===== src/rtl/mux_arb_nto1.sv =====
// mux_arb_nto1: registered N-to-1 selector with per-channel valid/ready
// handshake and built-in fixed-priority (MODE 0) or round-robin (MODE 1)
// arbitration. Sustains one transfer per cycle.
//
// Ports:
//   clk_i    clock, rising edge
//   rst_i    asynchronous reset, active-low
//   data_i   CH packed channel words, channel k at [k*SIZE +: SIZE]
//   valid_i  per-channel request
//   ready_o  one-hot grant (or zero) to the winning channel
//   data_o   registered selected word
//   sel_o    index of the channel held in data_o
//   valid_o  data_o/sel_o hold a valid entry
//   ready_i  downstream accepts data_o this cycle
module mux_arb_nto1 #(
    parameter  int SIZE = 32,
    parameter  int CH   = 2,
    parameter  int MODE = 1,
    localparam int CW   = (CH > 1) ? $clog2(CH) : 1
) (
    input  logic               clk_i,
    input  logic               rst_i,
    input  logic [CH*SIZE-1:0] data_i,
    input  logic [CH-1:0]      valid_i,
    output logic [CH-1:0]      ready_o,
    output logic [SIZE-1:0]    data_o,
    output logic [CW-1:0]      sel_o,
    output logic               valid_o,
    input  logic               ready_i
);

    // Index of the channel granted most recently (round-robin only).
    logic [CW-1:0]   rr_ptr;

    logic            load_ok;
    logic            any_req;
    logic            accept;
    logic [CH-1:0]   hi_req;
    logic [CW-1:0]   win;
    logic [SIZE-1:0] win_data;

    // Lowest set bit of a request vector.
    function automatic logic [CW-1:0] first_set(input logic [CH-1:0] v);
        logic [CW-1:0] r;
        r = '0;
        for (int k = CH - 1; k >= 0; k--) begin
            if (v[k]) begin
                r = CW'(k);
            end
        end
        return r;
    endfunction

    // The output register can take a new word when empty or when it is
    // being drained in the same cycle.
    assign load_ok = !valid_o || ready_i;
    assign any_req = |valid_i;
    assign accept  = rst_i && load_ok && any_req;

    // Requests strictly above the last grant; if any exist the rotated
    // search finds its winner there, otherwise it wraps to the bottom.
    always_comb begin
        hi_req = '0;
        for (int k = 0; k < CH; k++) begin
            hi_req[k] = valid_i[k] && (CW'(k) > rr_ptr);
        end
    end

    always_comb begin
        win = '0;
        if (MODE == 1 && |hi_req) begin
            win = first_set(hi_req);
        end else begin
            win = first_set(valid_i);
        end
    end

    always_comb begin
        win_data = '0;
        for (int k = 0; k < CH; k++) begin
            if (win == CW'(k)) begin
                win_data = data_i[k*SIZE +: SIZE];
            end
        end
    end

    always_comb begin
        ready_o = '0;
        for (int k = 0; k < CH; k++) begin
            ready_o[k] = accept && (win == CW'(k));
        end
    end

    always_ff @(posedge clk_i or negedge rst_i) begin
        if (!rst_i) begin
            valid_o <= 1'b0;
            data_o  <= '0;
            sel_o   <= '0;
            rr_ptr  <= CW'(CH - 1);
        end else if (accept) begin
            valid_o <= 1'b1;
            data_o  <= win_data;
            sel_o   <= win;
            if (MODE == 1) begin
                rr_ptr <= win;
            end
        end else if (ready_i) begin
            // Drained with nothing to refill: entry retires, data holds.
            valid_o <= 1'b0;
        end
    end

endmodule


===== config.mk =====
export PLATFORM = sky130hd
export DESIGN_NAME = mux_arb_nto1
export DESIGN_NICKNAME = d
export VERILOG_FILES = /design/src/rtl/mux_arb_nto1.sv
export SDC_FILE = /design/constraint.sdc
export NUM_CORES = 1
export LEC_CHECK = 0
export BUFFER_PORTS_ARGS = -buffer_cell sky130_fd_sc_hd__buf_2
export CORE_ASPECT_RATIO = 0.75
export CORE_MARGIN = 4
export CORE_UTILIZATION = 44
export CTS_CLUSTER_DIAMETER = 80
export DETAILED_ROUTE_END_ITERATION = 8
export GPL_TIMING_DRIVEN = 0
export PLACE_DENSITY = 0.78
export SKIP_LAST_GASP = 1
export SYNTH_ARGS = -nofsm -noshare
export SYNTH_HDL_FRONTEND = slang
export SYNTH_SLANG_ARGS = --single-unit

===== constraint.sdc =====
create_clock -name clk_i -period 2.1 [get_ports clk_i]
set_input_delay 0.315 -clock clk_i [delete_from_list [all_inputs] [get_ports clk_i]]
set_output_delay 0.315 -clock clk_i [all_outputs]
set_load 0.02 [all_outputs]

==> results of run 1 <==
[placed cells by master, fill, tap and decap left out]
cell             n
buf_6            5
dlygate4sd3_1    1
inv_1            2
nor2b_1          1
dfstp_2          1
a21oi_4          1
clkbuf_1         1
and2_1           1
dfrtp_1         34
buf_12           1
clkbuf_8         5
mux2_4          20
a21boi_1         1
mux2_1           8
buf_2          106
o21ai_1          1
mux2_2          38
o21ai_0          1
[power by group]
part	total, mW	switching, mW	internal (mW)	leakage (nW)
combinational	0.788	0.405	0.383	0.827
sequential	0.903	0.0718	0.831	0.409
clock	0.420	0.199	0.220	0.0371
[routing by layer]
metal	vias to the layer above	GRT usage	part of all wire
met5	-	0	0
met1	633	0.185	0.40
met2	47	0.272	0.51
met4	0	0.0373	0.0041
li1	641	-	-
met3	2	0.0470	0.079
[sequential cells by signal, indices dropped and copies added (netlist names)]
register,flops
data_o,32
rr_ptr,1
sel_o,1
valid_o,1
[stage by stage]
stage                     hold WS (ns)  worst slack (ns)
after floorplan                 0.0194             0.462
after global routing             0.276            0.0388
after CTS                        0.240             0.123
after detailed placement         0.439            -0.442
final                            0.249             0.175
after global placement           0.435            -0.407
[kinds of logic after synthesis]
family | synth area share
buf+inv | 0.0373
compound gates | 0.0187
flops | 0.485
mux | 0.452
simple gates | 0.00692
[critical path, stage by stage (launching register included)]
cell and delay (ns):
dfrtp_1 0.42, a21oi_4 0.30, buf_2 0.30, nor2b_1 0.15
buf_2 0.17
[cell type report]
class                           count  area, sq um  share of cell area
Sequential cell                    35          877               0.350
Multi-Input combinational cell     72          865               0.345
Buffer                              7         60.1              0.0240
Clock buffer                        6         72.6              0.0290
Tap cell                           52         65.1              0.0260
Timing Repair Buffer              106          557               0.222
Inverter                            2         7.51             0.00300
[what timing repair did]
item | 4_1_cts | 5_1_grt
gates resized for setup | 2 | 0
setup endpoints to repair | 13 | 0
hold buffers | 2 | 0
setup buffers | 0 | 0
hold endpoints to repair | 34 | 0
[worst paths after layout]
kind                                      from                     end  slack (ns)
setup / recovery           valid_o$_DFFE_PN0P_              ready_o[0]        0.17
hold / removal                         ready_i     valid_o$_DFFE_PN0P_        0.25
setup reg to reg            rr_ptr$_DFFE_PN1P_  data_o[19]$_DFFE_PN0P_        0.51
hold reg to reg              sel_o$_DFFE_PN0P_       sel_o$_DFFE_PN0P_        0.48
max in group asynchronous                rst_i  data_o[24]$_DFFE_PN0P_        1.29
min in group asynchronous                rst_i      rr_ptr$_DFFE_PN1P_        0.61
==> impl_metrics.env, run 1 <==
export IMPL_post_route_period_util=0.917
export IMPL_finalHoldViolCount=0
export IMPL_synth_cell_type_count=14
export IMPL_final_layout_size_suffix_gt1_frac=0.776
export IMPL_cp_max_fo=10
export IMPL_p_total_mw=2.11
export IMPL_synth_area_leaders="dfrtp_1, mux2_2, mux2_4, mux2_1, buf_6"
export IMPL_cts_max_path_buffers=2
export IMPL_synth_common_cells="mux2_2, dfrtp_1, mux2_4, mux2_1, buf_6"
export IMPL_route_detailed_drc=0
export IMPL_skew_ns=0.00272
export IMPL_syn_num_nets=185
export IMPL_clockRootBuffer="clkbuf_8"
export IMPL_slew_headroom=0.795
export IMPL_post_dp_cell_area_sq_um=2390
export IMPL_totalWireLength_mm=4.12
export IMPL_viasPerCell=4.73
export IMPL_numCtsBuffers=5
export IMPL_grt_pass1_vias=1393
export IMPL_start_kind="register"
export IMPL_nNetsFinal=298
export IMPL_crit_required_ns=1.78
export IMPL_grt_pass1_wl_mm=6.27
export IMPL_worst_setup_path_type="reg2out"
export IMPL_finalSetupViolations=0
export IMPL_io_pins=105
export IMPL_rsz0062_at_grt="no"
export IMPL_grt_max_degree=35
export IMPL_tritoncts="done"
export IMPL_synthArstFlopShare=1.00
export IMPL_dpl_hpwl_mm=3.27
export IMPL_maxSlewViolCount=0
export IMPL_hold_depth=2
export IMPL_syn_area_per_cell_sq_um=15.6
export IMPL_clk_pin_slew_ns=0.06
export IMPL_min_period_ns=1.93
export IMPL_status="finished, final reports clean"
export IMPL_synth_top_area_cell="dfrtp_1"
export IMPL_r2r_cells=5
export IMPL_cts_htree_levels=2
export IMPL_leakage_nw=1.27
export IMPL_synth_seq_area_share=0.485
export IMPL_gp_congestion=0.651
export IMPL_drv_cap=0
export IMPL_worst_hold_path_type="in2reg"
export IMPL_fin_tns_setup_ns=0
export IMPL_dieArea_sq_um=5210
export IMPL_fmax_mhz=519
export IMPL_yosys_warnings=0
export IMPL_grt_ovfl_total=0
export IMPL_die_w_microns=82.0
export IMPL_antenna_cells=0
export IMPL_fillCellCount=316
export IMPL_wire_per_inst_microns=14.7
export IMPL_synthFlopType="dfrtp_1"
export IMPL_fin_area_sq_um=2500
export IMPL_utilization=0.658
export IMPL_drt_iter0_markers=21
export IMPL_coreArea_sq_um=3800
export IMPL_synth_most_common_cell="mux2_2"
export IMPL_placed_cells=272
export IMPL_arrival_ns=1.61
export IMPL_grt_usage=0.156
export IMPL_dr_pass1_iters=2
export IMPL_ys_ff_latch=35
export IMPL_critPathCaptureType="output pin"
export IMPL_yosysTopAreaCellShare=0.470
export IMPL_initial_core_util=0.476
export IMPL_worst_pin_slew_ns=0.306
export IMPL_stdcell_count=280
export IMPL_syn_area_sq_um=1810
export IMPL_syn_inst=116
export IMPL_rows=19
export IMPL_areaGrowthSynthToFinish_pct=38.4
export IMPL_clock_insertion_delay_worst_skew_ns=0.27
export IMPL_die_h_microns=63.5
export IMPL_drtAntennaViolNets=0
export IMPL_synth_edf_count=0
export IMPL_place_port_buffers=104
export IMPL_antenna_found_initial=0
export IMPL_cellPowerDensity_nw_per_um2=843
export IMPL_vdd_drop_max_uv=600
export IMPL_clock_sinks=35
export IMPL_via_count=1323
Power figures use the tool's default switching activity.
==> run 2: changes to the inputs <==
--- a/config.mk
+++ b/config.mk
@@ -7,2 +7,3 @@
 export LEC_CHECK = 0
+export ABC_CLOCK_PERIOD_IN_PS = 2100
 export BUFFER_PORTS_ARGS = -buffer_cell sky130_fd_sc_hd__buf_2
==> constraint.sdc (replaced) <==
create_clock -name clk_i -period 2.1 [get_ports clk_i]
set_input_delay 0.21 -clock clk_i [delete_from_list [all_inputs] [get_ports clk_i]]
set_output_delay 0.21 -clock clk_i [all_outputs]
set_load 0.02 [all_outputs]
==> impl_metrics.env, run 2 (synthesis results as in run 1) <==
export IMPL_fmax_mhz=549
export IMPL_worst_setup_path_type="reg2out"
export IMPL_cp_max_fo=10
export IMPL_fin_area_sq_um=2500
export IMPL_clock_insertion_delay_worst_skew_ns=0.27
export IMPL_initial_core_util=0.476
export IMPL_worst_hold_path_type="in2reg"
export IMPL_p_int_mw=1.43
export IMPL_place_port_buffers=104
export IMPL_grt_pass1_vias=1392
export IMPL_skew_ns=0.00177
export IMPL_cellPowerDensity_nw_per_um2=843
export IMPL_top_register="data_o"
export IMPL_rows=19
export IMPL_grt_ovfl_total=0
export IMPL_die_h_microns=63.5
export IMPL_io_pins=105
export IMPL_slew_headroom=0.795
export IMPL_route_detailed_drc=0
export IMPL_crit_start="valid_o$_DFFE_PN0P_"
export IMPL_status="finished, final reports clean"
export IMPL_clk_pin_slew_ns=0.06
export IMPL_areaGrowthSynthToFinish_pct=38.2
export IMPL_critPathCaptureType="output pin"
export IMPL_leakage_nw=1.27
export IMPL_cts_htree_levels=2
export IMPL_register_area_sq_um=877
export IMPL_layout_commonest_cell="buf_2"
export IMPL_drtAntennaViolNets=0
export IMPL_arrival_ns=1.61
export IMPL_grt_max_degree=35
export IMPL_grt_usage=0.153
export IMPL_viasPerCell=4.73
export IMPL_cts_max_path_buffers=2
export IMPL_crit_required_ns=1.89
export IMPL_post_dp_cell_area_sq_um=2390
export IMPL_worst_slack_ns=0.280
export IMPL_dp_slack_ns=-0.232
export IMPL_pwr_share_seq=0.428
export IMPL_numCtsBuffers=5
export IMPL_dpl_hpwl_mm=3.27
export IMPL_finalHoldViolCount=0
export IMPL_clockRootBuffer="clkbuf_8"
export IMPL_finalSetupViolations=0
export IMPL_r2r_start="rr_ptr$_DFFE_PN1P_"
export IMPL_fillCellCount=317
export IMPL_p_switching_mw=0.674
export IMPL_largest_reg_flops=32
export IMPL_worst_pin_slew_ns=0.306
export IMPL_nNetsFinal=298
export IMPL_multi_input_area_sq_um=865
export IMPL_tritoncts="done"
export IMPL_drv_cap=0
export IMPL_post_route_period_util=0.867
export IMPL_min_period_ns=1.82
export IMPL_vdd_drop_max_uv=599
export IMPL_drt_iter0_markers=18
export IMPL_min_from="ready_i"
export IMPL_netSwitchingFraction=0.320
export IMPL_dr_pass1_iters=2
export IMPL_antenna_cells=0
export IMPL_dieArea_sq_um=5210
export IMPL_via_count=1323
export IMPL_grt_pass1_wl_mm=6.18
export IMPL_p_clk_frac=0.198
export IMPL_gp_congestion=0.651
export IMPL_final_layout_size_suffix_gt1_frac=0.776
export IMPL_antenna_found_initial=0
export IMPL_maxSlewViolCount=0
export IMPL_die_w_microns=82.0
export IMPL_wire_per_inst_microns=14.5
export IMPL_start_kind="register"
export IMPL_coreArea_sq_um=3800
export IMPL_final_cell_mix="buf_2, mux2_2, dfrtp_1"
export IMPL_clock_sinks=35
export IMPL_totalWireLength_mm=4.07
export IMPL_combPwrFrac=0.373
export IMPL_rsz0062_at_grt="no"
run 2: cell count changes in the layout (fill, tap and decap cells not counted):
| cell | previous run | this run |
|---|---|---|
| buf_6 | 5 | 4 |
| buf_4 | 0 | 1 |
run 2: layout make-up:
cell class	instances	area share
plain buffers	7	0.0240
repair buffers	106	0.221
flip-flops and latches	35	0.351
well taps	52	0.0260
multi-input cells	72	0.346
inverters	2	0.00300
clock buffers	6	0.0290
run 2: path summary, 6_finish.rpt:
check | endpoint | cells past startpoint | slack (ns)
max reg2reg | data_o[1]$_DFFE_PN0P_ | 5 | 0.51
min | valid_o$_DFFE_PN0P_ | 2 | 0.14
max | ready_o[0] | 4 | 0.28
min reg2reg | sel_o$_DFFE_PN0P_ | 1 | 0.48
min in group asynchronous | rr_ptr$_DFFE_PN1P_ | 2 | 0.54
max in group asynchronous | data_o[23]$_DFFE_PN0P_ | 3 | 1.37
run 2: what timing repair did:
item | 4_1_cts | 5_1_grt
hold buffers | 2 | 0
buffers inserted | 0 | 0
resized for setup | 1 | 0
endpoints found under the setup margin | 2 | 0
hold endpoints to repair | 34 | 0
run 2: critical path: stages, from the launching register on:
cell and delay (ns):
dfrtp_1 0.42, a21oi_4 0.30, buf_2 0.30, nor2b_1 0.15, buf_2 0.17
run 2: power groups by stage:
stage | clock, mW | combinational [mW] | sequential [mW]
after global placement | 0 | 0.780 | 0.904
after floorplan | 0 | 0.311 | 1.10
after global routing | 0.464 | 0.842 | 0.922
final | 0.418 | 0.787 | 0.903
after CTS | 0.440 | 0.801 | 0.904
after detailed placement | 0 | 0.792 | 0.915
run 2: metal layers:
metal  track usage  part of all wire  up-vias
met5             0                 0        -
met1         0.178              0.41      634
met3        0.0470             0.080        2
met4        0.0373            0.0042        0
li1              -                 -      640
met2         0.269              0.51       47
run 2: per-stage QoR:
stage	cells	setup TNS, ns	hold slack, ns	power (mW)	util
floorplan	116	0	-0.0856	1.41	-
global placement	272	-5.17	0.330	1.68	0.630
detailed placement	272	-5.78	0.334	1.71	0.630
CTS	280	0	0.135	2.14	0.657
global route	280	0	0.171	2.23	0.657
finish	280	0	0.144	2.11	0.657
==> run 3: changes to the inputs <==
ABC_CLOCK_PERIOD_IN_PS = 2000   (was 2100)
PLACE_DENSITY = 0.8   (was 0.78)
clock period = 2 ns   (was 2.1 ns; I/O delays follow)
==> impl_metrics.env, run 3 (synthesis results as in run 1) <==
export IMPL_status="finished, final reports clean"
export IMPL_worst_hold_path_type="in2reg"
export IMPL_min_period_ns=1.78
export IMPL_cp_slowest_cell="dfrtp_1"
export IMPL_arrival_ns=1.58
export IMPL_worst_pin_slew_ns=0.284
export IMPL_worst_setup_path_type="reg2out"
export IMPL_dieArea_sq_um=5210
export IMPL_antenna_found_initial=0
export IMPL_path_depth=4
export IMPL_top_register="data_o"
export IMPL_pwr_share_seq=0.427
export IMPL_drt_iter0_markers=10
export IMPL_skew_ns=0.00124
export IMPL_place_port_buffers=104
export IMPL_fmax_mhz=560
export IMPL_worstPathCellList="a21oi_4 > buf_2 > nor2b_1 > buf_2"
export IMPL_final_cell_mix="buf_2, mux2_2, dfrtp_1"
export IMPL_min_from="ready_i"
export IMPL_cts_htree_levels=2
export IMPL_r2r_start="rr_ptr$_DFFE_PN1P_"
export IMPL_r2r_cells=5
export IMPL_viasPerCell=4.75
export IMPL_antenna_cells=0
export IMPL_maxSlewViolCount=0
export IMPL_drtAntennaViolNets=0
export IMPL_route_detailed_drc=0
export IMPL_areaGrowthSynthToFinish_pct=38.2
export IMPL_r2r_slack_ns=0.42
export IMPL_cpPeakStageDelay_ns=0.42
export IMPL_gp_congestion=0.684
export IMPL_post_route_period_util=0.892
export IMPL_cts_max_path_buffers=2
export IMPL_grt_ovfl_total=0
export IMPL_finalSetupViolations=0
export IMPL_cp_top_family="buffers and inverters"
export IMPL_fin_tns_setup_ns=0
export IMPL_clock_sinks=35
export IMPL_initial_core_util=0.476
export IMPL_die_w_microns=82.0
export IMPL_p_int_mw=1.50
export IMPL_hold_depth=2
export IMPL_critPathCaptureType="output pin"
export IMPL_leakage_nw=1.27
export IMPL_cpMostUsedCell="buf_2"
export IMPL_combPwrFrac=0.372
export IMPL_layout_commonest_cell="buf_2"
export IMPL_coreArea_sq_um=3800
export IMPL_wire_per_inst_microns=13.7
export IMPL_clk_pin_slew_ns=0.06
export IMPL_clock_insertion_delay_worst_skew_ns=0.28
export IMPL_cp_max_fo=10
export IMPL_p_switching_mw=0.706
export IMPL_clockRootBuffer="clkbuf_8"
export IMPL_path_buf_inv=2
export IMPL_slew_headroom=0.810
export IMPL_vdd_drop_max_uv=500
export IMPL_grt_max_degree=35
export IMPL_largest_reg_flops=32
export IMPL_worstReg2RegEnd="data_o[18]$_DFFE_PN0P_"
export IMPL_p_total_mw=2.21
export IMPL_drv_cap=0
export IMPL_dpl_hpwl_mm=2.94
export IMPL_rsz0062_at_grt="no"
export IMPL_dr_pass1_iters=3
export IMPL_whs_ns=0.109
export IMPL_netSwitchingFraction=0.319
export IMPL_die_h_microns=63.5
export IMPL_start_kind="register"
export IMPL_worstHoldEndpoint="valid_o$_DFFE_PN0P_"
export IMPL_nNetsFinal=298
export IMPL_finalHoldViolCount=0
export IMPL_io_pins=105
export IMPL_crit_required_ns=1.80
export IMPL_numCtsBuffers=5
export IMPL_cellPowerDensity_nw_per_um2=884
export IMPL_cts_setup_buffers=0
export IMPL_p_clk_frac=0.202
export IMPL_totalWireLength_mm=3.83
export IMPL_grt_pass1_vias=1392
export IMPL_grt_pass1_wl_mm=6.15
export IMPL_via_count=1330
export IMPL_tritoncts="done"
export IMPL_final_layout_size_suffix_gt1_frac=0.776
export IMPL_rows=19
export IMPL_grt_usage=0.154
## run 3: stage by stage
step                      cell area (sq um)  utilization  std cells  worst slack [ns]
after floorplan                        1810            -        116             0.477
after detailed placement               2390        0.630        272            -0.304
after CTS                              2500        0.657        280             0.154
after global routing                   2500        0.657        280            0.0722
after global placement                 2390        0.630        272            -0.280
final                                  2500        0.657        280             0.215
## run 3: per-layer routing
metal | GRT usage | routed length, microns | share of wire | vias to the layer above
met5 | 0 | 0 | 0 | -
li1 | - | - | - | 639
met4 | 0.0685 | 53 | 0.014 | 0
met3 | 0.0584 | 510 | 0.13 | 6
met2 | 0.238 | 1660 | 0.43 | 79
met1 | 0.190 | 1610 | 0.42 | 606
## run 3: cell type report
| class | count | area (sq um) |
|---|---|---|
| fillers | 319 | 1300 |
| flip-flops and latches | 35 | 877 |
| multi-input cells | 72 | 865 |
| repair buffers | 106 | 553 |
| clock buffers | 6 | 72.6 |
| well taps | 52 | 65.1 |
| plain buffers | 7 | 60.1 |
| inverters | 2 | 7.51 |
## run 3: how the worst max path moves through the flow
| stage | startpoint | to | slack, ns |
|---|---|---|---|
| 2_1_floorplan | valid_o$_DFFE_PN0P_ | ready_o[0] | 0.48 |
| 3_3_place_gp | rst_i | ready_o[0] | -0.28 |
| 3_5_place_dp | rst_i | ready_o[0] | -0.30 |
| 4_1_cts | valid_o$_DFFE_PN0P_ | ready_o[0] | 0.15 |
| 5_1_grt | valid_o$_DFFE_PN0P_ | ready_o[0] | 0.07 |
| 6_report | valid_o$_DFFE_PN0P_ | ready_o[0] | 0.22 |
## run 3: what timing repair did
item                                    4_1_cts  5_1_grt
hold buffers                                  2        0
endpoints found under the setup margin        2        0
resized for setup                             1        0
endpoints found under the hold margin        34        0
## run 3: power by group through the flow
| stage | Sequential (mW) | Clock (mW) | Combinational, mW |
|---|---|---|---|
| after CTS | 0.946 | 0.466 | 0.835 |
| after global routing | 0.970 | 0.499 | 0.885 |
| final | 0.943 | 0.445 | 0.822 |
| after global placement | 0.953 | 0 | 0.811 |
| after detailed placement | 0.956 | 0 | 0.826 |
| after floorplan | 1.16 | 0 | 0.326 |
